**src/rtl/tx_iq_dac_pacer_pkg.sv**
```systemverilog
// Shared types and width helpers for the tx I/Q DAC pacer.
`timescale 1ns/1ps
package tx_iq_dac_pacer_pkg;

    typedef enum logic [1:0] {
        ST_IDLE,
        ST_RAMP,
        ST_ACTIVE,
        ST_TAIL
    } pacer_state_t;

    // Signed product of one lane and an unsigned gain of up to 2^ramp_shift.
    function automatic int gain_prod_width(input int iq_width, input int ramp_shift);
        return iq_width + ramp_shift + 1;
    endfunction

    function automatic int sample_width(input int iq_width);
        return 2 * iq_width;
    endfunction

endpackage

```
**src/rtl/tx_iq_dac_pacer_ramp_gain.sv**
```systemverilog
// Registered two-lane signed scaler: y = (x * gain) >>> RAMP_SHIFT, floor rounding.
`timescale 1ns/1ps
module tx_ramp_gain
    import tx_iq_dac_pacer_pkg::*;
#(
    parameter int IQ_DATA_WIDTH = 16,
    parameter int RAMP_SHIFT    = 4
) (
    input  logic                            clk,
    input  logic                            rstn,
    input  logic                            sample_valid,
    input  logic signed [IQ_DATA_WIDTH-1:0] x0,
    input  logic signed [IQ_DATA_WIDTH-1:0] x1,
    input  logic        [RAMP_SHIFT:0]      gain,
    output logic                            scaled_valid,
    output logic signed [IQ_DATA_WIDTH-1:0] y0,
    output logic signed [IQ_DATA_WIDTH-1:0] y1
);

    localparam int PROD_W = gain_prod_width(IQ_DATA_WIDTH, RAMP_SHIFT);

    logic signed [PROD_W-1:0] gain_ext;
    logic signed [PROD_W-1:0] prod0;
    logic signed [PROD_W-1:0] prod1;

    // Gain is at most 2^RAMP_SHIFT, so the shifted result always fits one lane.
    assign gain_ext = signed'(PROD_W'(gain));
    assign prod0    = PROD_W'(x0) * gain_ext;
    assign prod1    = PROD_W'(x1) * gain_ext;

    always_ff @(posedge clk or negedge rstn) begin
        if (!rstn) begin
            scaled_valid <= 1'b0;
            y0           <= '0;
            y1           <= '0;
        end else begin
            scaled_valid <= sample_valid;
            if (sample_valid) begin
                y0 <= IQ_DATA_WIDTH'(prod0 >>> RAMP_SHIFT);
                y1 <= IQ_DATA_WIDTH'(prod1 >>> RAMP_SHIFT);
            end
        end
    end

endmodule

```
**src/rtl/tx_iq_dac_pacer.sv**
```systemverilog
// Paces the upstream tx I/Q stage, ramps burst starts, tracks burst activity and drives the DAC bus.
`timescale 1ns/1ps
module tx_iq_dac_pacer
    import tx_iq_dac_pacer_pkg::*;
#(
    parameter int IQ_DATA_WIDTH = 16,
    parameter int RAMP_SHIFT    = 4,
    parameter int TAIL_WIDTH    = 10
) (
    input  logic                         clk,
    input  logic                         rstn,
    input  logic [7:0]                   rate_div,
    input  logic [TAIL_WIDTH-1:0]        tail_len,
    input  logic                         ramp_en,
    input  logic                         iq_swap,
    input  logic [2*IQ_DATA_WIDTH-1:0]   wifi_iq_pack,
    input  logic                         wifi_iq_valid,
    output logic                         wifi_iq_ready,
    output logic [2*IQ_DATA_WIDTH-1:0]   dac_data,
    output logic                         dac_valid,
    output logic                         tx_active,
    output logic                         underrun
);

    localparam int SW = sample_width(IQ_DATA_WIDTH);
    localparam logic [RAMP_SHIFT-1:0] K_LAST     = '1;
    localparam logic [RAMP_SHIFT-1:0] K_ONE      = RAMP_SHIFT'(1);
    localparam logic [RAMP_SHIFT-1:0] K_SECOND   = RAMP_SHIFT'(2);
    localparam logic [RAMP_SHIFT:0]   UNITY_GAIN = {1'b1, {RAMP_SHIFT{1'b0}}};

    logic [7:0]               div_cnt;
    logic                     div_hit;
    logic                     ready_d;
    logic                     cap_valid;
    logic [SW-1:0]            cap_data;
    logic                     cap_zero;
    pacer_state_t             state, state_next;
    logic [RAMP_SHIFT-1:0]    k_reg, k_next;
    logic [TAIL_WIDTH-1:0]    tail_cnt, tail_next;
    logic [TAIL_WIDTH:0]      tail_limit, tail_after;
    logic [RAMP_SHIFT:0]      gain;
    logic [IQ_DATA_WIDTH-1:0] lane0, lane1, y0, y1;

    // A lowered rate_div below the running count is caught by the 255 wrap.
    assign div_hit = (div_cnt == rate_div);

    always_ff @(posedge clk or negedge rstn) begin
        if (!rstn) begin
            div_cnt       <= '0;
            wifi_iq_ready <= 1'b0;
        end else begin
            wifi_iq_ready <= div_hit;
            if (div_hit || div_cnt == 8'hFF) begin
                div_cnt <= '0;
            end else begin
                div_cnt <= div_cnt + 8'd1;
            end
        end
    end

    always_ff @(posedge clk or negedge rstn) begin
        if (!rstn) begin
            ready_d   <= 1'b0;
            cap_valid <= 1'b0;
            cap_data  <= '0;
            underrun  <= 1'b0;
        end else begin
            ready_d   <= wifi_iq_ready;
            cap_valid <= ready_d;
            if (ready_d) begin
                cap_data <= wifi_iq_valid ? wifi_iq_pack : '0;
                if (!wifi_iq_valid && tx_active) begin
                    underrun <= 1'b1;
                end
            end
        end
    end

    always_ff @(posedge clk or negedge rstn) begin
        if (!rstn) begin
            state    <= ST_IDLE;
            k_reg    <= '0;
            tail_cnt <= '0;
        end else begin
            state    <= state_next;
            k_reg    <= k_next;
            tail_cnt <= tail_next;
        end
    end

    assign cap_zero   = (cap_data == '0);
    assign tail_limit = (tail_len == '0) ? (TAIL_WIDTH+1)'(1) : {1'b0, tail_len};
    assign tail_after = {1'b0, tail_cnt} + (TAIL_WIDTH+1)'(1);

    always_comb begin
        state_next = state;
        k_next     = k_reg;
        tail_next  = tail_cnt;
        gain       = UNITY_GAIN;
        if (cap_valid) begin
            unique case (state)
                ST_IDLE: begin
                    if (!cap_zero) begin
                        if (ramp_en) begin
                            gain       = {1'b0, K_ONE};
                            k_next     = K_SECOND;
                            state_next = (K_LAST == K_ONE) ? ST_ACTIVE : ST_RAMP;
                        end else begin
                            state_next = ST_ACTIVE;
                        end
                    end
                end
                ST_RAMP: begin
                    gain   = {1'b0, k_reg};
                    k_next = k_reg + K_ONE;
                    if (k_reg == K_LAST) begin
                        state_next = ST_ACTIVE;
                    end
                end
                ST_ACTIVE: begin
                    if (cap_zero) begin
                        state_next = (tail_limit <= (TAIL_WIDTH+1)'(1)) ? ST_IDLE : ST_TAIL;
                        tail_next  = TAIL_WIDTH'(1);
                    end
                end
                ST_TAIL: begin
                    if (!cap_zero) begin
                        state_next = ST_ACTIVE;
                    end else if (tail_after >= tail_limit) begin
                        state_next = ST_IDLE;
                    end else begin
                        tail_next = tail_after[TAIL_WIDTH-1:0];
                    end
                end
                default: state_next = ST_IDLE;
            endcase
        end
    end

    // Swapping ahead of the scaler keeps the whole output path registered.
    assign lane0 = iq_swap ? cap_data[SW-1:IQ_DATA_WIDTH] : cap_data[IQ_DATA_WIDTH-1:0];
    assign lane1 = iq_swap ? cap_data[IQ_DATA_WIDTH-1:0] : cap_data[SW-1:IQ_DATA_WIDTH];

    tx_ramp_gain #(
        .IQ_DATA_WIDTH (IQ_DATA_WIDTH),
        .RAMP_SHIFT    (RAMP_SHIFT)
    ) u_gain (
        .clk          (clk),
        .rstn         (rstn),
        .sample_valid (cap_valid),
        .x0           (lane0),
        .x1           (lane1),
        .gain         (gain),
        .scaled_valid (dac_valid),
        .y0           (y0),
        .y1           (y1)
    );

    assign dac_data  = {y1, y0};
    assign tx_active = (state != ST_IDLE);

endmodule

```
**config.mk**
```make
export PLATFORM = sky130hd
export DESIGN_NAME = tx_iq_dac_pacer
export DESIGN_NICKNAME = d
export VERILOG_FILES = /design/src/rtl/tx_iq_dac_pacer_pkg.sv /design/src/rtl/tx_iq_dac_pacer_ramp_gain.sv /design/src/rtl/tx_iq_dac_pacer.sv
export SDC_FILE = /design/constraint.sdc
export NUM_CORES = 1
export LEC_CHECK = 0
export ABC_AREA = 1
export ABC_CLOCK_PERIOD_IN_PS = 11300
export CAP_MARGIN = 10
export CORE_MARGIN = 1.5
export CORE_UTILIZATION = 50
export DETAILED_ROUTE_END_ITERATION = 7
export HOLD_SLACK_MARGIN = 0.08
export PLACE_DENSITY = 0.71
export RECOVER_POWER = 25
export SYNTH_ARGS = -nofsm -noshare
export SYNTH_HDL_FRONTEND = slang
export SYNTH_SLANG_ARGS = --single-unit
```
**constraint.sdc**
```tcl
create_clock -name clk -period 11.3 [get_ports clk]
set_input_delay 1.13 -clock clk [delete_from_list [all_inputs] [get_ports clk]]
set_output_delay 1.13 -clock clk [all_outputs]
set_load 0.01 [all_outputs]
```
# Word level (Yosys, flattened, before mapping)
# Index checks and enable logic that the tools add are counted.
# totals
register_bits,93
latch_bits,0
ram_bits,0
rom_bits,0
input_bits,55
memories,0
# classes
add_sub_neg,3
n_mul,2
n_div,0
magnitude_cmp,2
n_eq_ne,13
shift,0
muxes,24
n_bitwise,0
reduce_logical,13
# ops
operator,count
16-bit by 6-bit multiplier with 20-bit output,2
10-bit 2-to-1 mux,4
32-bit logical NOT,1
16-bit 2-to-1 mux,2
32-bit 2-to-1 mux,1
10-bit one-hot mux with 2 select lines,1
5-bit 2-to-1 mux,3
2-bit 2-to-1 mux,7
"2-bit inequality test, second input constant",6
"10-bit by 1-bit adder with 11-bit output, second input constant",1
11-bit by 10-bit >= comparator with 1-bit output,1
"10-bit by 1-bit <= comparator with 1-bit output, second input constant",1
10-bit logical NOT,1
5-bit one-hot mux with 2 select lines,1
5-bit AND reduction,2
"8-bit by 1-bit adder with 8-bit output, second input constant",1
8-bit == test,1
"8-bit == test, second input constant",1
4-bit 2-to-1 mux,2
8-bit 2-to-1 mux,1
2-bit one-hot mux with 4 select lines,1
4-bit one-hot mux with 2 select lines,1
2-bit nonzero test,3
"4-bit by 1-bit adder with 4-bit output, second input constant",1
10 further kinds,11

# Longest topological paths before layout
# Gate-level depths: netlist of the first run.
# depth
ltp_word,6
ltp_mapped,27
depth_no_buf,26

# Hierarchy
# From an unflattened synthesis of the first run, not the netlist that was laid out.
# hier_totals
hier_cells,1596
hier_area_um2,10946.7
# modules_own_cells
mod,n_inst,cells_each,area_each_um2
tx_ramp_gain,1,1071,7153.1
tx_iq_dac_pacer,1,525,3793.6

# Worst setup path after synthesis of the first run
# OpenSTA, ideal clock, no wires.
# synth_path
path_type,input -> register
from,input port iq_swap
to,register u_gain.y1[13]
arrival_time_ns,5.062
t_required_ns,11.183
slack_ns,6.121
cell_stages,21
n_path_buf,3
cell_sequence,buf_2 > clkbuf_1 > clkbuf_1 > nand2_1 > o21ai_0 > nor2_1 > fa_1 > inv_1 > fa_1 > fa_1 > inv_1 > ha_1 > a21oi_1 > nand2_1 > nand3_1 > nand4_1 > nand2_1 > nand3_1 > or2_2 > nand3_1 > nand2_1
# synth_between
elab_chain_len,2
# synth_rtl
item,line_no,rtl
start: declaration,tx_iq_dac_pacer.sv:15,"input logic iq_swap,"
16-bit 2-to-1 mux,tx_iq_dac_pacer.sv:142,assign lane1 = iq_swap ? cap_data[IQ_DATA_WIDTH-1:0] : cap_data[SW-1:IQ_DATA_WIDTH];
16-bit by 6-bit multiplier with 20-bit output,tx_iq_dac_pacer_ramp_gain.sv:29,assign prod1 = PROD_W'(x1) * gain_ext;
end signal: assignment,tx_iq_dac_pacer_ramp_gain.sv:40,y1 <= IQ_DATA_WIDTH'(prod1 >>> RAMP_SHIFT);
end: declaration,tx_iq_dac_pacer_ramp_gain.sv:17,output logic signed [IQ_DATA_WIDTH-1:0] y1
# No other way between the ends.
# A chain may end at the register's enable or synchronous reset.

# Worst setup path in the final report of the first run
# layout_path
from,register cap_valid
to,register u_gain.y1[13]
# layout_between
elab_chain_len,2
# layout_rtl
item,line_no,rtl
start: declaration,tx_iq_dac_pacer.sv:34,logic cap_valid;
start signal: assignment,tx_iq_dac_pacer.sv:69,cap_valid <= ready_d;
5-bit 2-to-1 mux,tx_iq_dac_pacer.sv:100,if (cap_valid) begin
16-bit by 6-bit multiplier with 20-bit output,tx_iq_dac_pacer_ramp_gain.sv:29,
# Parallel ways exist; a longest one is shown, timed or not.

==> results.tsv, run 1 <==
metric	value	unit
crit path cell chain	clkbuf_1, nand3_1, nand2_1, inv_2, nor2_1, fa_1, fa_1, inv_1, fa_1, inv_1, ha_1, a21oi_1, o21ai_0, nand2_1, nand4_1, nand2_1, nand3_1, or2_2, nand3_1, nand2_1	
status	complete, but fails checks	
Leakage	5.975	nW
Worst path slowest cell	clkbuf_1	
final slew viol count	101	
reg-to-reg endpoint	u_gain.y1[13]$_DFFE_PN0P_	
commonest cells in the netlist	258 x inv_1, 249 x nand2_1, 203 x nor2_1	
Synth Warn #	0	
final setup fails	0	
Vias	8732	
flip-flop count of the largest register after layout	32	
Initial DRC Count	460	
Power Internal	0.8985	mW
Core Area	0.01953	sq mm
Post-synth EDFFs	0	
DP HPWL	18640	um
slew margin rel.	-19.06	%
first-pass GRT wire length	39570	um
routed vias/inst	5.161	
top cells by area in the synthesized netlist	dfrtp_1 23%, fa_1 18%, ha_1 9.9%	
Min Clock Period, post-route	5.719	ns
Cell Rows	51	
R2R setup slack	5.58	ns
Setup crit end kind	flip-flop	
Clock transition at path regs	0.08	ns
H-tree level count	3	
setup TNS	0	ns
largest reg by FF count	cap_data	
Synth Flop Type	dfrtp_1	
max cap viols	2	
total power	1.584	mW
Hold Buf Count CTS	0	
largest net degree at the start of global routing	67	
Die Area	0.02087	sq mm
Synth Net Count	1586	
clock sink count	93	
Crit Path Max Fanout	23	
most frequent CP cell	nand2_1	
Clock Path Buffers	2	
layout cells sized above 1	3.013	%
Cells after Synth	1360	
Mapped Area	0.01001	sq mm
slew at the pin with the worst max-slew slack	1.786	ns
Avg Inst Size Synth	7.357	sq um
RR Startpoint	cap_valid$_DFF_PN0_	
Hold Path End	ready_d$_DFF_PN0_	
pwr/cell area	139.6	mW/mm^2
I/O pins	91	
TritonCTS Buffers	9	
WL/cell	13.89	um
clock share of power	19.6	%
RSZ-0062 raised after global routing	false	
Peak Freq	0.1748	GHz
CTS tree	built	
Initial Util	51.24	%
top-count cell post-synth	inv_1	
Sw Pwr	0.6857	mW
proportion of power drawn by combinational gates	48.0	%
crit path DAT	5.97	ns
Synth area leader	dfrtp_1	
initial antenna violation count	0	
post-synth cell types	45	
DR pass1 iterations	5	
grt ovf	0	
number of synthesized register bits	93	
failing checks	capacitance limit, slew limit	
Worst R2R Path Depth	20	
nets	1648	
Die Y-Extent	144.5	um
Routed Antenna Nets	0	
Root Driver	clkbuf_16	
port bufs	90	
post-synth top area share	23.26	%
Worst Hold Depth	0	
CP Data Required Time	11.55	ns
Seq/Total Area, Yosys	23.26	%
switching share of power	43.28	%
Final Wtd Congestion	0.8852	
DRC	0	
period utilization	50.61	%
Seq pwr share	32.4	%
worst vdd ir	0.00007944	V
delay of the slowest critical-path stage	0.92	ns
biggest registers after layout	cap_data x32, u_gain.y0 x16, u_gain.y1 x16	
Hold Vio Cnt, Final	0	
post-cts gate resize count	0	
Setup CP Type	flip-flop to flip-flop	
ys async rst share	100.0	%
clk_skew	0.01530	ns
Post-CTS Setup Inserts	0	
vias in the first global route	8476	
n_diodes	0	
Worst-Skew Late Latency	0.36	ns
hold crit path type	flip-flop to flip-flop	
global-route usage over all layers	24.22	%
startpoint types	flip-flop	
hold_sp	wifi_iq_ready$_DFF_PN0_	
area added between synthesis and finish	13.44	%
drt total wl	23500	um
chip width	144.5	um
## per-layer routing
metal | track usage, % | part of all wire, % | vias to the layer above
li1 | - | - | 4331
met1 | 30.84 | 44 | 4131
met2 | 42.11 | 49 | 231
met3 | 3.841 | 5.2 | 39
met4 | 7.815 | 2.4 | 0
met5 | 0 | 0 | -
## power groups by stage
stage | sequential (mW) | clock [mW] | combinational (mW)
2_1_floorplan | 0.517 | 0 | 0.506
3_3_place_gp | 0.516 | 0 | 0.741
3_5_place_dp | 0.520 | 0 | 0.760
4_1_cts | 0.514 | 0.317 | 0.766
5_1_grt | 0.529 | 0.326 | 0.877
6_report | 0.514 | 0.310 | 0.760
## final cells by class
cell class | instances | area (sq um)
clock buffers | 9 | 225.2
flip-flops and latches | 93 | 2327
repair buffers | 95 | 923.4
well taps | 265 | 331.6
clock inverters | 7 | 70.07
inverters | 265 | 999.7
fillers | 1898 | 8175
multi-input cells | 958 | 6474
## cells in the final DEF, fill, tap and decap left out, types with 8 or more instances in the layout
master,netlist,final
nand2_1,249,249
o21ai_0,84,84
nand3_1,85,85
o21ai_1,16,16
nor2_1,203,203
inv_1,258,258
dfrtp_1,93,93
xnor2_1,19,19
fa_1,92,92
nor3_1,15,15
clkbuf_16,0,9
xor2_1,15,15
ha_1,79,79
clkdlybuf4s50_1,0,88
nand4_1,11,11
a21oi_1,39,39
nor4_1,8,8
## worst max-delay path by stage
| stage | start | end | slack, ns | depth (start not counted) |
|---|---|---|---|---|
| finish | cap_valid$_DFF_PN0_ | u_gain.y1[13]$_DFFE_PN0P_ | 5.58 | 20 |
| global route | cap_valid$_DFF_PN0_ | u_gain.y1[13]$_DFFE_PN0P_ | 5.23 | 20 |
| CTS | ramp_en | u_gain.y1[13]$_DFFE_PN0P_ | 5.70 | 22 |
| detailed placement | ramp_en | u_gain.y1[13]$_DFFE_PN0P_ | 5.31 | 22 |
| global placement | ramp_en | u_gain.y1[13]$_DFFE_PN0P_ | 5.32 | 22 |
| floorplan | iq_swap | u_gain.y1[13]$_DFFE_PN0P_ | 6.12 | 21 |
## per-stage QoR
stage | instances | instance area [sq um] | setup slack (ns) | hold slack, ns | utilization, %
after CTS | 1692 | 11360 | 5.696 | 0.3827 | 58.18
after detailed placement | 1676 | 11060 | 5.312 | 0.3643 | 56.66
after global routing | 1692 | 11350 | 5.233 | 0.3933 | 58.13
after floorplan | 1360 | 10010 | 6.121 | 0.3704 | -
after global placement | 1676 | 11060 | 5.324 | 0.3582 | 56.66
final | 1692 | 11350 | 5.581 | 0.3829 | 58.13
## worst max-delay path: cells and delay by family, from the launching register on
| kind | cells | cell delay [ns] |
|---|---|---|
| AO/OA/AOI/OAI | 2 | 0.32 |
| AND/OR/NAND/NOR | 10 | 1.68 |
| buffers and inverters | 4 | 1.36 |
| adder cells (fa/ha/maj) | 4 | 1.83 |
| flip-flops | 1 | 0.42 |
## logic make-up after synthesis
group / synth area share [%]
buffers and inverters: 12.04
DFF: 23.26
xor gates and xnor gates: 2.976
and+or+nand+nor: 24.98
adders and majority gates: 28.29
AOI/OAI and AO/OA: 8.453
Note: power is estimated with default switching activity, not from simulation.
==> run 2, diff against run 1 <==
--- a/config.mk
+++ b/config.mk
@@ -6,13 +6,13 @@
 export NUM_CORES = 1
 export LEC_CHECK = 0
 export ABC_AREA = 1
-export ABC_CLOCK_PERIOD_IN_PS = 11300
+export ABC_CLOCK_PERIOD_IN_PS = 4800
 export CAP_MARGIN = 10
 export CORE_MARGIN = 1.5
 export CORE_UTILIZATION = 50
 export DETAILED_ROUTE_END_ITERATION = 7
 export HOLD_SLACK_MARGIN = 0.08
-export PLACE_DENSITY = 0.71
+export PLACE_DENSITY = 0.74
 export RECOVER_POWER = 25
 export SYNTH_ARGS = -nofsm -noshare
 export SYNTH_HDL_FRONTEND = slang
==> constraint.sdc (replaced) <==
create_clock -name clk -period 4.8 [get_ports clk]
set_input_delay 0.48 -clock clk [delete_from_list [all_inputs] [get_ports clk]]
set_output_delay 0.48 -clock clk [all_outputs]
set_load 0.01 [all_outputs]
==> results.tsv, run 2 (same netlist as run 1, synthesis figures left out) <==
metric	value	unit	change
CP Data Required Time	5.05	ns	was 11.55 ns
total power	3.863	mW	was 1.584 mW
Cell Rows	51		unchanged
max cap viols	3		was 2
routed vias/inst	5.101		was 5.161
largest net degree at the start of global routing	67		unchanged
hold crit path type	flip-flop to flip-flop		unchanged
CTS tree	built		unchanged
M1 WL	10500	um	was 10220 um
dpl cell area	0.01148	sq mm	was 0.01106 sq mm
drt total wl	23450	um	was 23500 um
Hold Vio Cnt, Final	0		unchanged
initial antenna violation count	0		unchanged
DR WL met2	11480	um	was 11490 um
vias in the first global route	8549		was 8476
dpl ws	0.01147	ns	was 5.312 ns
area added between synthesis and finish	18.64	%	was 13.44%
PnR worst setup slack	0.2744	ns	was 5.581 ns
Routed Antenna Nets	0		unchanged
WL/cell	13.45	um	was 13.89 um
slew at the pin with the worst max-slew slack	1.965	ns	was 1.786 ns
setup TNS	0	ns	unchanged
layout cells sized above 1	7.640	%	was 3.013%
proportion of power drawn by combinational gates	50.1	%	was 48.0%
flip-flop count of the largest register after layout	32		unchanged
H-tree level count	3		unchanged
Die Y-Extent	144.5	um	unchanged
clk_skew	0.009775	ns	was 0.01530 ns
grt ovf	0		unchanged
first-pass GRT wire length	39610	um	was 39570 um
DR pass1 iterations	7		was 5
Root Driver	clkbuf_16		unchanged
Sw Pwr	1.626	mW	was 0.6857 mW
Worst-Skew Late Latency	0.36	ns	about the same
Initial DRC Count	549		was 460
clock share of power	18.7	%	was 19.6%
commonest non-fill, non-tap cell in the layout	inv_1		unchanged
slew margin rel.	-31.01	%	was -19.06%
Setup crit end kind	flip-flop		unchanged
Peak Freq	0.2210	GHz	was 0.1748 GHz
top sig layer	met4		unchanged
Crit Path Max Fanout	11		was 23
Core Area	0.01953	sq mm	unchanged
startpoint types	flip-flop		unchanged
port bufs	90		unchanged
crit path DAT	4.78	ns	was 5.97 ns
largest reg by FF count	cap_data		unchanged
final setup fails	0		unchanged
final slew viol count	162		was 101
Clock Path Buffers	2		unchanged
Die Area	0.02087	sq mm	unchanged
worst vdd ir	0.0002001	V	was 0.00007944 V
chip width	144.5	um	unchanged
Clock transition at path regs	0.07	ns	was 0.08 ns
nets	1700		was 1648
global-route usage over all layers	23.98	%	was 24.22%
TritonCTS Buffers	9		unchanged
Min Clock Period, post-route	4.526	ns	was 5.719 ns
failing checks	capacitance limit, slew limit		unchanged
pwr/cell area	325.4	mW/mm^2	was 139.6 mW/mm^2
most frequent cells in the layout	258 x inv_1, 246 x nand2_1, 197 x nor2_1		was 258 x inv_1, 249 x nand2_1, 203 x nor2_1
Setup CP Type	flip-flop to flip-flop		unchanged
n_diodes	0		unchanged
period utilization	94.28	%	was 50.61%
clock sink count	93		unchanged
metal3 WL	1028	um	was 1229 um
DRC	0		unchanged
switching share of power	42.09	%	was 43.28%
Seq pwr share	31.3	%	was 32.4%
final instance area	0.01187	sq mm	was 0.01135 sq mm
Vias	8896		was 8732
status	complete, but fails checks		unchanged
Power Internal	2.237	mW	was 0.8985 mW
Final Wtd Congestion	0.8976		was 0.8852
DP HPWL	18640	um	about the same
Initial Util	51.24	%	unchanged
I/O pins	91		unchanged
Leakage	6.260	nW	was 5.975 nW
biggest registers after layout	cap_data x32, u_gain.y0 x16, u_gain.y1 x16		unchanged
## run 2: cell count changes in the layout (fill, tap and decap cells not counted), moves of 3 or more
| cell | previous run | this run |
|---|---|---|
| nand2_2 | 4 | 7 |
| nand2_1 | 249 | 246 |
| buf_4 | 4 | 52 |
| nor2_1 | 203 | 197 |
| nor2_2 | 0 | 5 |
| buf_12 | 0 | 4 |
## run 2: timing repair
| item | CTS | global route |
|---|---|---|
| hold buffers | 0 | 0 |
| setup endpoints to repair | 0 | 13 |
| endpoints found under the hold margin | 0 | 0 |
| resized for setup | 0 | 19 |
| setup buffers | 0 | 3 |
## run 2: per-stage QoR
step / std cells / hold slack (ns) / util [%]
after global placement: 1725 / 0.3596 / 58.80
after global routing: 1744 / 0.3939 / 60.80
after CTS: 1741 / 0.09288 / 60.31
after floorplan: 1360 / 0.1844 / -
after detailed placement: 1725 / 0.3635 / 58.80
final: 1744 / 0.3761 / 60.80
## run 2: area by class of cell
type | instances | area (sq um)
Fill cell | 1768 | 7655
Multi-Input combinational cell | 958 | 6551
Sequential cell | 93 | 2330
Timing Repair Buffer | 147 | 1365
Inverter | 265 | 999.7
Tap cell | 265 | 331.6
Clock buffer | 9 | 225.2
Clock inverter | 7 | 68.82
## run 2: worst paths after layout
check	startpoint	end	slack, ns	cells past startpoint
setup / recovery	cap_data[30]$_DFFE_PN0P_	u_gain.y1[13]$_DFFE_PN0P_	0.27	24
hold / removal	wifi_iq_ready$_DFF_PN0_	ready_d$_DFF_PN0_	0.38	0
setup reg to reg	cap_data[30]$_DFFE_PN0P_	u_gain.y1[13]$_DFFE_PN0P_	0.27	24
hold reg to reg	wifi_iq_ready$_DFF_PN0_	ready_d$_DFF_PN0_	0.38	0
max in group asynchronous	rstn	state[1]$_DFFE_PN0P_	1.71	2
min in group asynchronous	rstn	u_gain.y0[3]$_DFFE_PN0P_	0.67	1
## run 2: per-layer routing
| metal | vias up | track usage [%] |
|---|---|---|
| met4 | 0 | 6.699 |
| li1 | 4438 | - |
| met2 | 198 | 41.43 |
| met1 | 4226 | 31.08 |
| met5 | - | 0 |
| met3 | 34 | 3.940 |
## run 2: worst max-delay path: stages (launching register included)
cell and delay, ns:
dfrtp_1 0.40, nor2_1 0.11, nand2_1 0.08, nor2_2 0.14
nand2_2 0.13, o21ai_4 0.18, nand2_2 0.08, inv_2 0.11
buf_12 0.14, nor2_1 0.06, fa_1 0.46, fa_1 0.49
inv_1 0.05, fa_1 0.52, inv_1 0.04, ha_1 0.35
a21oi_1 0.15, o21ai_0 0.13, nand2_1 0.08, nand4_1 0.11
nand2_1 0.11, nand3_1 0.09, or2_2 0.29, nand3_1 0.07
nand2_1 0.05
## run 2: power by group through the flow
stage | clock network [mW] | logic (mW) | registers (mW)
floorplan | 0 | 1.19 | 1.22
global placement | 0 | 1.86 | 1.21
detailed placement | 0 | 1.90 | 1.22
CTS | 0.741 | 1.91 | 1.21
global route | 0.766 | 2.20 | 1.24
finish | 0.722 | 1.93 | 1.21
==> run 3, diff against run 2 <==
--- a/config.mk
+++ b/config.mk
@@ -10,6 +10,7 @@
 export CAP_MARGIN = 10
 export CORE_MARGIN = 1.5
 export CORE_UTILIZATION = 50
+export CTS_CLUSTER_DIAMETER = 30
 export DETAILED_ROUTE_END_ITERATION = 7
 export HOLD_SLACK_MARGIN = 0.08
 export PLACE_DENSITY = 0.74
==> results of run 3 <==
No change in the layout: final DEF, timing and power equal those of run 2.
